$ cat config.mk
export PLATFORM = sky130hd
export DESIGN_NAME = riscv_mem_stage
export DESIGN_NICKNAME = d
export VERILOG_FILES = /design/src/rtl/riscv_pkg.sv /design/src/rtl/riscv_load_align.sv /design/src/rtl/riscv_mem_stage.sv
export SDC_FILE = /design/constraint.sdc
export NUM_CORES = 1
export LEC_CHECK = 0
export CAP_MARGIN = 20
export CORE_MARGIN = 3
export CORE_UTILIZATION = 46
export CTS_CLUSTER_SIZE = 8
export DETAILED_ROUTE_END_ITERATION = 10
export HOLD_SLACK_MARGIN = 0.06
export PLACE_DENSITY = 0.77
export SYNTH_ARGS = -nofsm -noshare
export SYNTH_HDL_FRONTEND = slang
export SYNTH_SLANG_ARGS = --single-unit
$ cat constraint.sdc
create_clock -name clk -period 9.4 [get_ports clk]
set_clock_uncertainty 0.1 [all_clocks]
set_input_delay 1.88 -clock clk [delete_from_list [all_inputs] [get_ports clk]]
set_output_delay 1.88 -clock clk [all_outputs]
set_load 0.02 [all_outputs]
$ cat src/rtl/riscv_pkg.sv
`default_nettype none
// ============================================================================
// Module   : riscv_pkg
// Purpose  : Shared types and constants for the memory stage and any future
//            load/store unit: memory-op encoding, funct3 size/sign codes,
//            memory-stage FSM states and a misalignment helper.
// Ports    : none (package)
// Revision : 1.0 - initial release
// ============================================================================
package riscv_pkg;

  // Memory operation carried down the pipeline (encoding 3 behaves as NONE)
  typedef enum logic [1:0] {
    MEM_NONE  = 2'd0,
    MEM_LOAD  = 2'd1,
    MEM_STORE = 2'd2
  } mem_op_e;

  // funct3 access size / signedness
  localparam logic [2:0] F3_B  = 3'b000;
  localparam logic [2:0] F3_H  = 3'b001;
  localparam logic [2:0] F3_W  = 3'b010;
  localparam logic [2:0] F3_BU = 3'b100;
  localparam logic [2:0] F3_HU = 3'b101;

  typedef enum logic [1:0] {
    IDLE = 2'd0,
    REQ  = 2'd1,
    WAIT = 2'd2
  } mem_state_e;

  // funct3[1] set selects a word access, else funct3[0] selects a halfword.
  // Bytes are never misaligned.
  function automatic logic is_misaligned(input logic [2:0] funct3,
                                         input logic [1:0] addr_lo);
    logic mis;
    if (funct3[1])      mis = |addr_lo;
    else if (funct3[0]) mis = addr_lo[0];
    else                mis = 1'b0;
    return mis;
  endfunction

endpackage
`default_nettype wire

$ cat src/rtl/riscv_load_align.sv
`default_nettype none
// ============================================================================
// Module   : riscv_load_align
// Purpose  : Combinational load-data alignment. Shifts the addressed lane of
//            the response word down to bit 0 and sign/zero-extends it.
// Ports    : rdata_i  [31:0] raw response word
//            lane_i   [1:0]  byte offset of the access within the word
//            funct3_i [2:0]  access size / signedness
//            result_o [31:0] aligned, extended load value
// Revision : 1.0 - initial release
// ============================================================================
module riscv_load_align
  import riscv_pkg::*;
(
  input  logic [31:0] rdata_i,
  input  logic [1:0]  lane_i,
  input  logic [2:0]  funct3_i,
  output logic [31:0] result_o
);

  logic [31:0] shifted;

  assign shifted = rdata_i >> {lane_i, 3'b000};

  always_comb begin
    result_o = shifted;  // word and unlisted encodings
    case (funct3_i)
      F3_B:    result_o = {{24{shifted[7]}}, shifted[7:0]};
      F3_H:    result_o = {{16{shifted[15]}}, shifted[15:0]};
      F3_BU:   result_o = {24'd0, shifted[7:0]};
      F3_HU:   result_o = {16'd0, shifted[15:0]};
      default: result_o = shifted;
    endcase
  end

endmodule
`default_nettype wire

$ cat src/rtl/riscv_mem_stage.sv
`default_nettype none
// ============================================================================
// Module   : riscv_mem_stage
// Purpose  : Pipeline memory stage. Non-memory ops pass the ALU result through
//            in one cycle; loads/stores issue a valid/ready data-memory request,
//            loads wait for the response which is then aligned and extended.
//            mem_stall_o is high whenever the stage is not idle.
// Ports    : clk, rst_n (async, active-low)
//            ex4_*_i        upstream slot (result/address, rd, op, funct3, data)
//            mem_stall_o    upstream freeze
//            dmem_req_*     request channel (valid/ready, addr, we, be, wdata)
//            dmem_rsp_*_i   load response (valid, rdata)
//            mem_*_o        writeback result, rd, valid pulse, misaligned, err
// Revision : 1.0 - initial release
// ============================================================================
module riscv_mem_stage
  import riscv_pkg::*;
#(
  parameter int XLEN        = 32,
  parameter int RSP_TIMEOUT = 255
)(
  input  logic            clk,
  input  logic            rst_n,
  input  logic [XLEN-1:0] ex4_alu_result_i,
  input  logic [4:0]      ex4_rd_addr_i,
  input  logic            ex4_valid_i,
  input  logic [1:0]      ex4_mem_op_i,
  input  logic [2:0]      ex4_funct3_i,
  input  logic [XLEN-1:0] ex4_store_data_i,
  output logic            mem_stall_o,
  output logic            dmem_req_valid_o,
  input  logic            dmem_req_ready_i,
  output logic [XLEN-1:0] dmem_req_addr_o,
  output logic            dmem_req_we_o,
  output logic [3:0]      dmem_req_be_o,
  output logic [XLEN-1:0] dmem_req_wdata_o,
  input  logic            dmem_rsp_valid_i,
  input  logic [XLEN-1:0] dmem_rsp_rdata_i,
  output logic [XLEN-1:0] mem_result_o,
  output logic [4:0]      mem_rd_addr_o,
  output logic            mem_valid_o,
  output logic            mem_misaligned_o,
  output logic            mem_err_o
);

  localparam logic       TMO_EN   = (RSP_TIMEOUT != 0);
  localparam logic [7:0] TMO_LAST = 8'(RSP_TIMEOUT - 1);

  mem_state_e state_q, state_d;
  logic [7:0] tmo_q, tmo_d;

  // Captured request (data fields unreset)
  logic [XLEN-1:0] addr_q, wdata_q;
  logic [3:0]      be_q;
  logic [1:0]      lane_q;
  logic [2:0]      f3_q;
  logic [4:0]      rd_q;
  logic            we_q;

  // Output registers
  logic            valid_q, mis_q, err_q;
  logic [XLEN-1:0] result_q;
  logic [4:0]      rd_out_q;

  // Next-cycle output controls
  logic            out_load, out_mis, out_err, capture;
  logic [XLEN-1:0] out_result;
  logic [4:0]      out_rd;

  logic            is_load, is_store, misaligned;
  logic [XLEN-1:0] aligned_data;
  logic [3:0]      be_d;
  logic [XLEN-1:0] wdata_d;

  assign is_load    = (ex4_mem_op_i == MEM_LOAD);
  assign is_store   = (ex4_mem_op_i == MEM_STORE);
  assign misaligned = is_misaligned(ex4_funct3_i, ex4_alu_result_i[1:0]);

  riscv_load_align u_align (
    .rdata_i  (dmem_rsp_rdata_i),
    .lane_i   (lane_q),
    .funct3_i (f3_q),
    .result_o (aligned_data)
  );

  // Store lane enables and replicated data; loads carry no byte enables
  always_comb begin
    be_d    = 4'b0000;
    wdata_d = ex4_store_data_i;
    if (ex4_funct3_i[1]) begin
      be_d    = 4'b1111;
    end else if (ex4_funct3_i[0]) begin
      be_d    = 4'b0011 << ex4_alu_result_i[1:0];
      wdata_d = {2{ex4_store_data_i[15:0]}};
    end else begin
      be_d    = 4'b0001 << ex4_alu_result_i[1:0];
      wdata_d = {4{ex4_store_data_i[7:0]}};
    end
    if (!is_store) be_d = 4'b0000;
  end

  always_comb begin
    state_d    = state_q;
    tmo_d      = tmo_q;
    capture    = 1'b0;
    out_load   = 1'b0;
    out_mis    = 1'b0;
    out_err    = 1'b0;
    out_result = ex4_alu_result_i;
    out_rd     = 5'd0;
    case (state_q)
      IDLE: begin
        if (ex4_valid_i) begin
          if ((is_load || is_store) && misaligned) begin
            out_load = 1'b1;
            out_mis  = 1'b1;
          end else if (is_load || is_store) begin
            capture  = 1'b1;
            state_d  = REQ;
          end else begin
            out_load = 1'b1;
            out_rd   = ex4_rd_addr_i;
          end
        end
      end
      REQ: begin
        if (dmem_req_ready_i) begin
          if (we_q) begin
            state_d    = IDLE;
            out_load   = 1'b1;
            out_result = addr_q;
          end else begin
            state_d = WAIT;
            tmo_d   = 8'd0;
          end
        end
      end
      WAIT: begin
        if (dmem_rsp_valid_i) begin
          state_d    = IDLE;
          out_load   = 1'b1;
          out_result = aligned_data;
          out_rd     = rd_q;
        end else if (TMO_EN && (tmo_q == TMO_LAST)) begin
          state_d    = IDLE;
          out_load   = 1'b1;
          out_err    = 1'b1;
          out_result = '0;
        end else begin
          tmo_d = tmo_q + 8'd1;
        end
      end
      default: state_d = IDLE;
    endcase
  end

  always_ff @(posedge clk or negedge rst_n) begin
    if (!rst_n) begin
      state_q <= IDLE;
      tmo_q   <= 8'd0;
      valid_q <= 1'b0;
      mis_q   <= 1'b0;
      err_q   <= 1'b0;
    end else begin
      state_q <= state_d;
      tmo_q   <= tmo_d;
      valid_q <= out_load;
      mis_q   <= out_mis;
      err_q   <= out_err;
    end
  end

  // Data path registers carry no reset; they are only observed when qualified
  always_ff @(posedge clk) begin
    if (capture) begin
      addr_q  <= {ex4_alu_result_i[XLEN-1:2], 2'b00};
      lane_q  <= ex4_alu_result_i[1:0];
      f3_q    <= ex4_funct3_i;
      rd_q    <= ex4_rd_addr_i;
      we_q    <= is_store;
      be_q    <= be_d;
      wdata_q <= wdata_d;
    end
    if (out_load) begin
      result_q <= out_result;
      rd_out_q <= out_rd;
    end
  end

  assign mem_stall_o      = (state_q != IDLE);
  assign dmem_req_valid_o = (state_q == REQ);
  assign dmem_req_addr_o  = addr_q;
  assign dmem_req_we_o    = we_q;
  assign dmem_req_be_o    = be_q;
  assign dmem_req_wdata_o = wdata_q;
  assign mem_result_o     = result_q;
  assign mem_rd_addr_o    = rd_out_q;
  assign mem_valid_o      = valid_q;
  assign mem_misaligned_o = mis_q;
  assign mem_err_o        = err_q;

endmodule
`default_nettype wire

# Word-level counts from Yosys, hierarchy flattened
# Cells that the tools add are included.
[totals]
wordCells = 90
out_inout_bits = 111
inputBits = 111
register_bits = 127
[op_classes]
reduce_logical = 9
n_eq_ne = 16
n_addsub = 1
muxes = 47
n_shift = 3
[ops]
columns = ["op", "count"]
rows = [
  ["two-way mux 32 bit", 6],
  ["case mux 32 bit (4 select lines)", 1],
  ["case mux 32 bit (2 select lines)", 1],
  ["two-way mux 8 bit", 4],
  [">> shifter 32 x 5 -> 32 bit", 1],
  ["two-way mux 5 bit", 4],
  ["two-way mux 1 bit", 18],
  ["case mux 8 bit (2 select lines)", 1],
  ["two-way mux 2 bit", 7],
  ["!= test 2 bit, second input constant", 6],
  ["case mux 5 bit (2 select lines)", 1],
  ["AND reduction 5 bit", 2],
  ["adder 8 x 1 -> 8 bit, second input constant", 1],
  ["== test 8 bit, second input constant", 1],
  ["two-way mux 4 bit", 2],
  ["== test 3 bit, second input constant", 2],
  ["case mux 2 bit (3 select lines)", 1],
  ["== test 2 x 1 -> 1 bit, second input constant", 2],
  ["== test 2 bit, second input constant", 2],
  ["nonzero test 2 bit", 2],
  ["<< shifter 1 x 2 -> 4 bit, first input constant", 1],
  ["<< shifter 2 x 2 -> 4 bit, first input constant", 1],
  ["== test 3 x 1 -> 1 bit, second input constant", 1],
  ["logical NOT 3 bit", 1],
  ["other kinds (7)", 7],
]

# Depth between registers and ports, before layout
[depth]
word_depth = 6
mapped_depth = 9
depth_no_buf = 6

# Modules after synthesis
# From an unflattened synthesis, not the netlist that was laid out.
[hier_totals]
cells_unflattened = 466
area_unflattened_um2 = 6133.4
[modules_own_cells]
columns = ["mod", "seq_area_each_um2", "area_each_um2", "n_inst", "cells_each"]
rows = [
  ["riscv_mem_stage", 3748.6, 5439.0, 1, 359],
  ["riscv_load_align", 0.0, 694.4, 1, 107],
]

# Worst setup path before layout
# Ideal clock, no wire load.
[synth_path]
path_type = "in2reg"
from = "in ex4_funct3_i[1]"
to = "reg state_q[0]"
n_path_buf = 1
setup_time_ns = 0.092
arrival_time_ns = 8.368
t_required_ns = 9.208
path_stages = 5
path_slack_ns = 0.840
path_cell_list = "or2_1 -> clkbuf_1 -> and2_1 -> nor3_1 -> a32o_1"
[synth_between]
elab_chain_cells = 4
[synth_lines]
columns = ["element", "line", "text"]
rows = [
  ["start, declared", "riscv_mem_stage.sv:28", "input logic [2:0] ex4_funct3_i,"],
  ["two-way mux 1 bit", "riscv_pkg.sv:37", "if (funct3[1]) mis = |addr_lo;"],
  ["logical AND 1 bit", "riscv_mem_stage.sv:114", "if ((is_load || is_store) && misaligned) begin"],
  ["!= test 2 bit (no source line)", "-", ""],
  ["AND reduction 5 bit (no source line)", "-", ""],
  ["end signal, assigned", "riscv_mem_stage.sv:165", "state_q <= state_d;"],
  ["end, declared", "riscv_mem_stage.sv:49", "mem_state_e state_q, state_d;"],
]
# Every way passes these cells.
# A chain may end at the register's enable or synchronous reset.

# Worst setup path in the final report
[layout_path]
from = "in ex4_funct3_i[1]"
to = "reg result_q[14], in the netlist mem_result_o[14], enable pin"
[layout_between]
elab_chain_cells = 5
[layout_lines]
columns = ["element", "line", "text"]
rows = [
  ["two-way mux 1 bit", "riscv_pkg.sv:37", ""],
  ["logical AND 1 bit", "riscv_mem_stage.sv:114", ""],
  ["two-way mux 1 bit", "riscv_mem_stage.sv:114", ""],
  ["two-way mux 1 bit", "riscv_mem_stage.sv:113", "if (ex4_valid_i) begin"],
  ["case mux 1 bit (3 select lines)", "riscv_mem_stage.sv:111", "case (state_q)"],
  ["named net out_load", "riscv_mem_stage.sv:66", "logic out_load, out_mis, out_err, capture;"],
  ["end signal, assigned", "riscv_mem_stage.sv:185", "result_q <= out_result;"],
  ["end, declared", "riscv_mem_stage.sv:62", "logic [XLEN-1:0] result_q;"],
]
# The timed path passes the listed nets, and every way through them passes these cells.

==> results.py <==
metrics = {
    "placed_design": {
        "dp_hpwl_um": 13900,
        "gp_congestion": 0.915,
        "placement.io_buffers": 219,
    },
    "detailed_routing": {
        "vias": 5419,
        "firstDrtPassIters": 6,
        "drt_iter0_drc": 633,
        "remaining_drc_errors": 0,
        "wl_per_cell_um": 20.9,
        "routed_wl_um": 19400,
        "via_per_inst": 5.83,
        "antenna_left": 0,
    },
    "worst_hold_path": {
        "holdPathEnd": "mem_rd_addr_o[4]$_DFFE_PP_",
        "hold_class": "reg2reg",
        "min-delay-start": "rd_q[4]$_DFFE_PP_",
        "hold_depth": 1,
    },
    "floorplanning": {
        "fp.dieH_um": 124,
        "start_util_pct": 47.6,
        "die_area_um2": 15300,
        "io_pins": 222,
        "coreArea_um2": 13400,
        "dieWidth_um": 124,
        "rows": 42,
    },
    "logic_synthesis": {
        "synth_cell_types": 59,
        "synth_top_area_share_pct": 53.7,
        "avgSynthCellArea_um2": 12.0,
        "yosysWarnings": 0,
        "synth.most_common_cell": "edfxtp_1",
        "synth-seq-cells": 127,
        "synth_edf_count": 114,
        "synthFlopType": "edfxtp_1",
        "async_reset_ff_share_pct": 10.2,
        "synth_cells": 531,
        "yosysSeqAreaShare_pct": 58.8,
        "synth_top_area_cell": "edfxtp_1",
        "synthTopCellsByArea": "edfxtp_1 (54%), dfrtp_1 (5.1%), mux2i_1 (3.9%)",
        "syn-cell-area_um2": 6380,
        "yosys-top-cells-count": "edfxtp_1 (114), nand2_1 (65), nand3_1 (27), o21ai_0 (27), mux2i_1 (25)",
    },
    "global_route": {
        "grt_start_max_net_pins": 47,
        "grt_overflow_total": 0,
        "grt_pass1_vias": 5350,
        "grt_use_total_pct": 25.2,
        "antenna_found_initial": 0,
        "grt_pass1_wl_um": 29100,
    },
    "layout": {
        "drive_gt1_share_pct": 7.30,
        "area_growth_pct": 45.5,
        "nets": 858,
        "fillers": 990,
        "insertedDiodeCount": 0,
    },
    "power_and_ir_drop": {
        "power.leakage_nw": 3.45,
        "power.ir.vdd_worst_v": 0.000127,
        "p_per_area_nw_per_um2": 249,
    },
    "sta": {
        "period_needed_ps": 4900,
        "finalHoldViolations": 0,
        "slew-limit-headroom_pct": 29.6,
        "timing.hold.ws_ps": 441,
        "rsz0062_at_grt": "false",
        "tns_ps": 0,
        "finalSetupViolations": 0,
        "fmax_mhz": 204,
        "tightest_slew_ps": 1050,
        "drv_slew": 0,
        "fin_crit_sh_pct": 52.1,
    },
    "critical_path": {
        "r2r_cells": 7,
        "start_kind": "input pin",
        "critPathTopFamily": "buffers and inverters",
        "critPathKind": "in2reg",
        "arrival_ps": 4890,
        "cp_max_fo": 31,
        "cp.required_ps": 9390,
        "endpoint_kind": "flop",
        "slowest_stage": "clkdlybuf4s50_1",
        "path_buf_inv": 2,
        "regToRegSetupSlack_ps": 6230,
        "cp.depth": 6,
        "cpPeakStageDelay_ps": 1170,
        "r2r-start": "state_q[1]$_DFFE_PN0P_",
        "r2r_end": "mem_result_o[16]$_DFFE_PP_",
        "path_cells": "clkdlybuf4s50_1, or2_1, and2_1, o21bai_1, a21oi_4, buf_4",
    },
    "clock_tree": {
        "cts_tree": "yes",
        "postCtsSetupRepairBufs": 0,
        "clk_latency_ps": 420,
        "cts_resized": 0,
        "tritoncts_num_sinks": 127,
        "clock_path_buffers": 2,
        "htree_levels": 4,
        "root_buffer": "clkbuf_16",
        "numCtsBuffers": 17,
        "path_clk_slew_ps": 50,
        "postCtsHoldBufs": 0,
    },
    "status": {
        "status": "complete, no violations",
    },
    "flow_run": {
        "drv_cap": 0,
    },
}
worst max path at each step:
stage                         start                         end  slack [ps]
floorplan           ex4_funct3_i[1]      state_q[0]$_DFFE_PN0P_         840
global placement    ex4_funct3_i[1]  mem_result_o[28]$_DFFE_PP_        4120
detailed placement  ex4_funct3_i[1]  mem_result_o[30]$_DFFE_PP_        4090
CTS                 ex4_funct3_i[1]  mem_result_o[14]$_DFFE_PP_        4490
global route        ex4_funct3_i[1]  mem_result_o[14]$_DFFE_PP_        4290
finish              ex4_funct3_i[1]  mem_result_o[14]$_DFFE_PP_        4500
cells in the final DEF, fill, tap and decap left out, drive strengths merged, types with 3 or more instances in the layout:
master / netlist / final
nor3b: 3 / 3
a211o: 7 / 7
clkbuf: 24 / 23
a32oi: 5 / 5
nand2b: 9 / 9
bufinv: 0 / 3
clkdlybuf4s50: 0 / 219
inv: 15 / 15
mux2: 23 / 23
nand3b: 9 / 9
nand2: 65 / 65
a221o: 8 / 8
a32o: 3 / 3
a21oi: 5 / 5
o21a: 5 / 5
nor2b: 11 / 11
and3: 11 / 11
a31oi: 3 / 3
nand4: 11 / 11
nand3: 27 / 27
nor3: 5 / 5
mux2i: 25 / 25
nor2: 12 / 12
a222oi: 8 / 8
dfrtp: 13 / 13
o21ai: 34 / 34
edfxtp: 114 / 114
o211ai: 11 / 11
a22o: 6 / 6
and2: 7 / 7
ha: 7 / 7
buf: 15 / 9
o311ai: 3 / 3
clkinv: 0 / 6
cell type report:
type	count	area [um2]	share of cell area (%)
flip-flops and latches	127	3750	40.4
clock buffers	23	448	4.83
inverters	15	56.3	0.607
well taps	176	220	2.37
repair buffers	228	2270	24.5
multi-input cells	351	2420	26.1
clock inverters	9	116	1.25
logic make-up (layout without fill, tap and decap cells):
group                      after synthesis  in the layout  synth area share (%)
adders and majority gates                7              7                  1.37
muxes                                   49             49                  8.34
AOI/OAI and AO/OA                      113            113                  13.2
DFF                                    127            127                  58.8
other                                    1              2                0.0588
buffers and inverters                   54            275                  3.61
and+or+nand+nor                        180            180                  14.6
registers in the layout (all words and copies together) (netlist names):
| name | flops |
|---|---|
| mem_err_o | 1 |
| dmem_req_wdata_o | 32 |
| mem_valid_o | 1 |
| dmem_req_we_o | 1 |
| state_q | 2 |
| tmo_q | 8 |
| lane_q | 2 |
| rd_q | 5 |
| dmem_req_be_o | 4 |
| dmem_req_addr_o | 30 |
| mem_rd_addr_o | 5 |
| mem_result_o | 32 |
| f3_q | 3 |
| mem_misaligned_o | 1 |
metrics by stage:
stage	setup slack [ps]	utilization (%)	instance area (um2)	total power, mW	instances
finish	4500	69.2	9280	2.31	929
global route	4290	69.2	9280	2.41	929
CTS	4490	69.1	9260	2.31	928
detailed placement	4090	64.9	8700	1.67	896
global placement	4120	64.8	8690	1.65	895
floorplan	840	-	6380	1.31	532
layer usage:
metal / vias up / part of all wire [%] / GRT usage, % / routed length, um
li1: 2464 / - / - / -
met1: 2590 / 38 / 31.4 / 7420
met2: 326 / 48 / 40.3 / 9340
met3: 39 / 11 / 7.77 / 2110
met4: 0 / 2.8 / 11.6 / 545
met5: - / 0 / 0 / 0
power breakdown:
group / internal (mW) / switching [mW]
combinational: 0.352 / 0.485
sequential: 0.786 / 0.0497
clock: 0.412 / 0.227
total: 1.55 / 0.762
worst register-to-register path: stages (launching register included):
cell      delay, ps
dfrtp_1         410
inv_1            90
ha_1            780
and3_1          690
nor3b_1         310
o311ai_2        310
buf_6           250
nand3_1          90
(Power assumes the default switching activity.)
